--- config.mk ---
export PLATFORM = sky130hd
export DESIGN_NAME = fir_sample_feeder
export DESIGN_NICKNAME = d
export VERILOG_FILES = /design/src/rtl/fir_pkg.sv /design/src/rtl/sync_fifo.sv /design/src/rtl/fir_sample_feeder.sv
export SDC_FILE = /design/constraint.sdc
export NUM_CORES = 1
export LEC_CHECK = 0
export BUFFER_PORTS_ARGS = -buffer_cell sky130_fd_sc_hd__buf_2
export CORE_UTILIZATION = 35
export DETAILED_ROUTE_END_ITERATION = 7
export PLACE_DENSITY_LB_ADDON = 0.2
export SETUP_SLACK_MARGIN = 0.1
export SLEW_MARGIN = 5
export SYNTH_ARGS = -nofsm -noshare
export SYNTH_HDL_FRONTEND = slang
export SYNTH_SLANG_ARGS = --single-unit
--- constraint.sdc ---
create_clock -name sys_clk -period 3.4 [get_ports sys_clk]
set_input_delay 0.34 -clock sys_clk [delete_from_list [all_inputs] [get_ports sys_clk]]
set_output_delay 0.34 -clock sys_clk [all_outputs]
set_load 0.1 [all_outputs]
--- src/rtl/fir_pkg.sv ---
// Types and constants shared by the 3-tap FIR family, so every stage
// agrees on sample width and coefficient values.
package fir_pkg;

   localparam int SAMPLE_W = 3;
   typedef logic signed [SAMPLE_W-1:0] sample_t;

   localparam int      NUM_TAPS = 3;
   localparam sample_t COEF_0   = 3'sd1;
   localparam sample_t COEF_1   = 3'sd2;
   localparam sample_t COEF_2   = 3'sd1;

   localparam int               UCNT_W   = 8;
   localparam logic [UCNT_W-1:0] UCNT_MAX = '1;

endpackage

--- src/rtl/sync_fifo.sv ---
// Single-clock FIFO with a separate occupancy counter. The head entry is
// always visible on rd_data_o; pop simply advances past it.
module sync_fifo #(
   parameter int WIDTH = 3,
   parameter int DEPTH = 8
) (
   input  logic                     clk_i,
   input  logic                     rst_i,
   input  logic                     push_i,
   input  logic [WIDTH-1:0]         wr_data_i,
   input  logic                     pop_i,
   output logic [WIDTH-1:0]         rd_data_o,
   output logic                     full_o,
   output logic                     empty_o,
   output logic [$clog2(DEPTH):0]   level_o
);

   localparam int AW = $clog2(DEPTH);

   logic [WIDTH-1:0] mem_q [DEPTH];
   logic [AW-1:0]    wr_ptr_q, rd_ptr_q;
   logic [AW:0]      level_q, level_d;
   logic             do_push, do_pop;

   assign full_o    = (level_q == (AW+1)'(DEPTH));
   assign empty_o   = (level_q == '0);
   assign do_push   = push_i && !full_o;
   assign do_pop    = pop_i && !empty_o;
   assign rd_data_o = mem_q[rd_ptr_q];
   assign level_o   = level_q;

   // NOTE: the storage array is deliberately not reset; level gates every
   // read, so stale entries are never observed and the array maps to plain RAM.
   always_ff @(posedge clk_i) begin
      if (do_push) mem_q[wr_ptr_q] <= wr_data_i;
   end

   always_comb begin
      level_d = level_q;
      case ({do_push, do_pop})
         2'b10:   level_d = level_q + 1'b1;
         2'b01:   level_d = level_q - 1'b1;
         default: level_d = level_q;
      endcase
   end

   // NOTE: sequential state uses non-blocking assignments so every register
   // samples pre-edge values regardless of statement order.
   always_ff @(posedge clk_i) begin
      if (rst_i) begin
         wr_ptr_q <= '0;
         rd_ptr_q <= '0;
         level_q  <= '0;
      end else begin
         if (do_push) wr_ptr_q <= wr_ptr_q + 1'b1;
         if (do_pop)  rd_ptr_q <= rd_ptr_q + 1'b1;
         level_q <= level_d;
      end
   end

endmodule

--- src/rtl/fir_sample_feeder.sv ---
// Input stage for the FIR: buffers producer samples and releases one per
// sample period on xin_out, zero-stuffing or holding on underflow.
module fir_sample_feeder
   import fir_pkg::*;
#(
   parameter int DEPTH     = 8,
   parameter int DIV       = 4,
   parameter bit HOLD_LAST = 1'b0
) (
   input  logic                   sys_clk,
   input  logic                   sys_rst,
   input  logic                   enable,
   input  logic                   s_valid,
   output logic                   s_ready,
   input  sample_t                s_data,
   output sample_t                xin_out,
   output logic                   xin_strobe,
   output logic                   underflow,
   output logic [UCNT_W-1:0]      underflow_cnt,
   output logic [$clog2(DEPTH):0] level
);

   localparam int CNT_W = $clog2(DIV);

   logic [CNT_W-1:0]  cnt_q, cnt_d;
   sample_t           xin_q, xin_d;
   logic              strobe_q, strobe_d;
   logic              uf_q, uf_d;
   logic [UCNT_W-1:0] ucnt_q, ucnt_d;

   logic    tick, push, pop;
   logic    fifo_full, fifo_empty;
   sample_t head;

   assign tick    = enable && (cnt_q == CNT_W'(DIV - 1));
   assign s_ready = !sys_rst && !fifo_full;
   assign push    = s_valid && s_ready;
   // An empty FIFO never pops, so a sample pushed in a tick cycle waits a period.
   assign pop     = tick && !fifo_empty;

   sync_fifo #(
      .WIDTH (SAMPLE_W),
      .DEPTH (DEPTH)
   ) u_fifo (
      .clk_i     (sys_clk),
      .rst_i     (sys_rst),
      .push_i    (push),
      .wr_data_i (s_data),
      .pop_i     (pop),
      .rd_data_o (head),
      .full_o    (fifo_full),
      .empty_o   (fifo_empty),
      .level_o   (level)
   );

   // NOTE: every always_comb output gets a default first, so no path can
   // leave it unassigned and infer a latch.
   always_comb begin
      cnt_d    = cnt_q;
      xin_d    = xin_q;
      strobe_d = tick;
      uf_d     = 1'b0;
      ucnt_d   = ucnt_q;
      if (enable) cnt_d = tick ? '0 : cnt_q + 1'b1;
      if (tick) begin
         if (!fifo_empty) begin
            xin_d = head;
         end else begin
            uf_d = 1'b1;
            if (!HOLD_LAST) xin_d = '0;
            if (ucnt_q != UCNT_MAX) ucnt_d = ucnt_q + 1'b1;
         end
      end
   end

   always_ff @(posedge sys_clk) begin
      if (sys_rst) begin
         cnt_q    <= '0;
         xin_q    <= '0;
         strobe_q <= 1'b0;
         uf_q     <= 1'b0;
         ucnt_q   <= '0;
      end else begin
         cnt_q    <= cnt_d;
         xin_q    <= xin_d;
         strobe_q <= strobe_d;
         uf_q     <= uf_d;
         ucnt_q   <= ucnt_d;
      end
   end

   assign xin_out       = xin_q;
   assign xin_strobe    = strobe_q;
   assign underflow     = uf_q;
   assign underflow_cnt = ucnt_q;

endmodule

==> impl_metrics.py <==
metrics = {
    "power": {
        "power_mw": 1.106,
        "p_leak_nw": 0.9145,
        "power_density_mw_per_mm2": 445.3,
        "irDropWorstVdd_mv": 0.1939,
    },
    "layout": {
        "area_delta_synth_final_pct": 13.16,
        "fillers": 571,
        "multiInputGateArea_um2": 875.8,
        "ff_latch_area_mm2": 0.001281,
        "drive_above_1_share_pct": 22.93,
        "num_antenna_cells": 0,
        "num-nets-final": 218,
    },
    "setup_path": {
        "setup.worst_path.class": "flop to flop",
        "end_kind": "flop",
        "startpoint_type": "flop",
        "required_ns": 3.64,
        "worstPathArrival_ns": 2.95,
        "critPathMaxFanout": 8,
    },
    "detailed_routing": {
        "drtIter0Drc": 63,
        "wire_per_inst_um": 13.06,
        "ant_nets": 0,
        "dr.pass1.iters": 4,
        "routed-via-count": 1429,
        "drc": 0,
        "vias_per_cell": 5.104,
        "drt-total-wl_mm": 3.658,
    },
    "place": {
        "io_buffers": 24,
        "place.gp.congestion": 0.7503,
        "dpl.hpwl_mm": 2.585,
    },
    "clock_tree": {
        "clk_pin_slew_ns": 0.10,
        "hold_buffers": 0,
        "clock_path_buffers": 2,
        "htreeDepth": 2,
        "clock-root-buffer": "clkbuf_8",
        "cts_tree": "done",
        "cts.sink_count": 52,
        "numCtsBuffers": 5,
        "cts_setup_buffers": 0,
        "clkLatencyLatePin_ns": 0.30,
        "ctsResizeCount": 0,
    },
    "yosys": {
        "avgSynthCellArea_um2": 12.41,
        "yosysTopAreaCell": "edfxtp_1",
        "synth_commonest_cells": "dfxtp_1 (28), nor2_1 (26), edfxtp_1 (24)",
        "ys.flop_type": "dfxtp_1",
        "synth-seq-area-share_pct": 58.35,
        "synth_top_cell_area_share_pct": 32.82,
        "synth_cell_type_count": 39,
        "synthesis.area_mm2": 0.002196,
        "netlist_instances": 177,
        "ys_seq_elements": 52,
        "synth_area_leaders": "edfxtp_1 (33%), dfxtp_1 (26%), mux4_2 (6.2%), nor2_1 (4.4%), ha_1 (4.0%)",
        "yosysMostFrequentCell": "dfxtp_1",
        "synth_edf_count": 24,
        "synthArstFlopShare_pct": 0,
        "synth_warnings": 0,
        "synth_fp_nets": 191,
    },
    "die": {
        "die_area_mm2": 0.006594,
        "fp-row-count": 28,
        "core_area_mm2": 0.005991,
        "ioPinCount": 25,
        "initial_core_util_pct": 36.65,
        "die_h_um": 81.21,
        "die_x_um": 81.21,
    },
    "timing": {
        "post-route-period-util_pct": 79.62,
        "fmax_mhz": 369.4,
        "grt_setup_unrepaired": "false",
        "setup_viol": 0,
        "clock_skew_ns": 0.01365,
        "finalSetupTns_ns": 0,
        "worst_pin_slew_ns": 0.5552,
        "finalMaxSlewViolations": 0,
        "layout_min_cycle_time_ns": 2.707,
        "report.final.hold_viol_count": 0,
        "slew_headroom_pct": 62.47,
    },
    "global_routing": {
        "grt_use_total_pct": 12.34,
        "grt_pass1_wl_mm": 6.092,
        "antenna_found_initial": 0,
        "grt_max_degree": 31,
        "grt_pass1_vias": 1312,
        "grt-ovfl-total": 0,
    },
    "hold_path": {
        "hold_class": "input pin to flop",
    },
    "run": {
        "max_cap_violations": 0,
    },
    "status": {
        "status": "completed",
    },
}
## registers in the layout, summed over array words and instances (netlist names), named ones only
signal,flops
xin_strobe,1
cnt_q,2
u_fifo.mem_q,24
underflow,1
u_fifo.rd_ptr_q,3
u_fifo.wr_ptr_q,3
underflow_cnt,8
xin_out,3
u_fifo.level_o,4
## through the flow
stage               util [%]  instances  hold WS [ns]  cell area (um2)  worst slack (ns)
floorplan                  -        177        0.4389             2196            0.2623
global placement       39.89        272        0.4930             2390            0.7769
detailed placement     39.89        272        0.4947             2390            0.6992
CTS                    41.48        280        0.2930             2485            0.6823
global route           41.48        280        0.2940             2485            0.3734
finish                 41.48        280        0.3016             2485            0.6931
## cell families (layout without fill, tap and decap cells)
| family | Yosys count | in the layout | synth area share [%] |
|---|---|---|---|
| flip-flops | 52 | 52 | 58.35 |
| AO/OA/AOI/OAI | 23 | 23 | 7.009 |
| adder cells (fa/ha/maj) | 7 | 7 | 3.988 |
| buffers and inverters | 8 | 36 | 1.766 |
| AND/OR/NAND/NOR | 66 | 66 | 16.07 |
| XOR/XNOR | 7 | 7 | 2.792 |
| multiplexers | 14 | 14 | 10.03 |
## where the power goes
group | switching (mW) | leakage [nW] | internal (mW) | total, mW
clock network | 0.214 | 0.0487 | 0.150 | 0.364
logic | 0.0480 | 0.423 | 0.0229 | 0.0709
registers | 0.00917 | 0.443 | 0.662 | 0.671
total | 0.271 | 0.914 | 0.835 | 1.11
## worst max-delay path, stage by stage, from the launching register on
cell and delay (ns):
dfxtp_1 0.54, nor4b_1 0.15, nor3b_1 0.50, inv_1 0.14, ha_1 0.29, xor2_1 0.16, ha_1 0.19, a21oi_1 0.14
xor2_1 0.09, or3_1 0.31, a21oi_1 0.14
## cells in the final DEF, fill, tap and decap left out, types with 2 or more instances in the layout
master,instances
mux2i_1,4
clkbuf_8,5
nand4_1,2
ha_1,7
o21ai_0,5
nand2b_1,6
nand2_1,7
mux4_2,6
o31ai_1,2
nor3_1,6
xnor2_1,2
inv_1,3
a22oi_1,3
xor2_1,5
or4_1,2
nor3b_1,2
clkinv_4,2
nor2_1,26
dfxtp_1,28
nand3_1,4
mux2_2,4
a21oi_1,8
edfxtp_1,24
or3_1,3
buf_2,24
## routing by layer
metal | GRT usage, % | up-vias | routed length (um)
met5 | 0 | - | 0
met4 | 4.821 | 0 | 42
met3 | 3.146 | 5 | 176
met2 | 20.00 | 26 | 1731
met1 | 15.69 | 691 | 1707
li1 | - | 707 | -
## final cells by class
cell class,instances,share of cell area (%)
Clock inverter,3,1.057
Tap cell,75,3.776
Multi-Input combinational cell,117,35.25
Timing Repair Buffer,25,5.136
Sequential cell,52,51.56
Clock buffer,5,2.769
Inverter,3,0.4532
## final timing paths
path	from	endpoint	slack [ns]	cells after the start
worst min register to register	cnt_q[1]	cnt_q[1]	0.51	2
worst min-delay path	s_data[1]	u_fifo.mem_q[5][1]	0.30	1
worst max register to register	u_fifo.level_o[0]	u_fifo.level_o[2]	0.69	10
worst max-delay path	u_fifo.level_o[0]	u_fifo.level_o[2]	0.69	10
No activity file was read; power rests on OpenSTA's default activity.
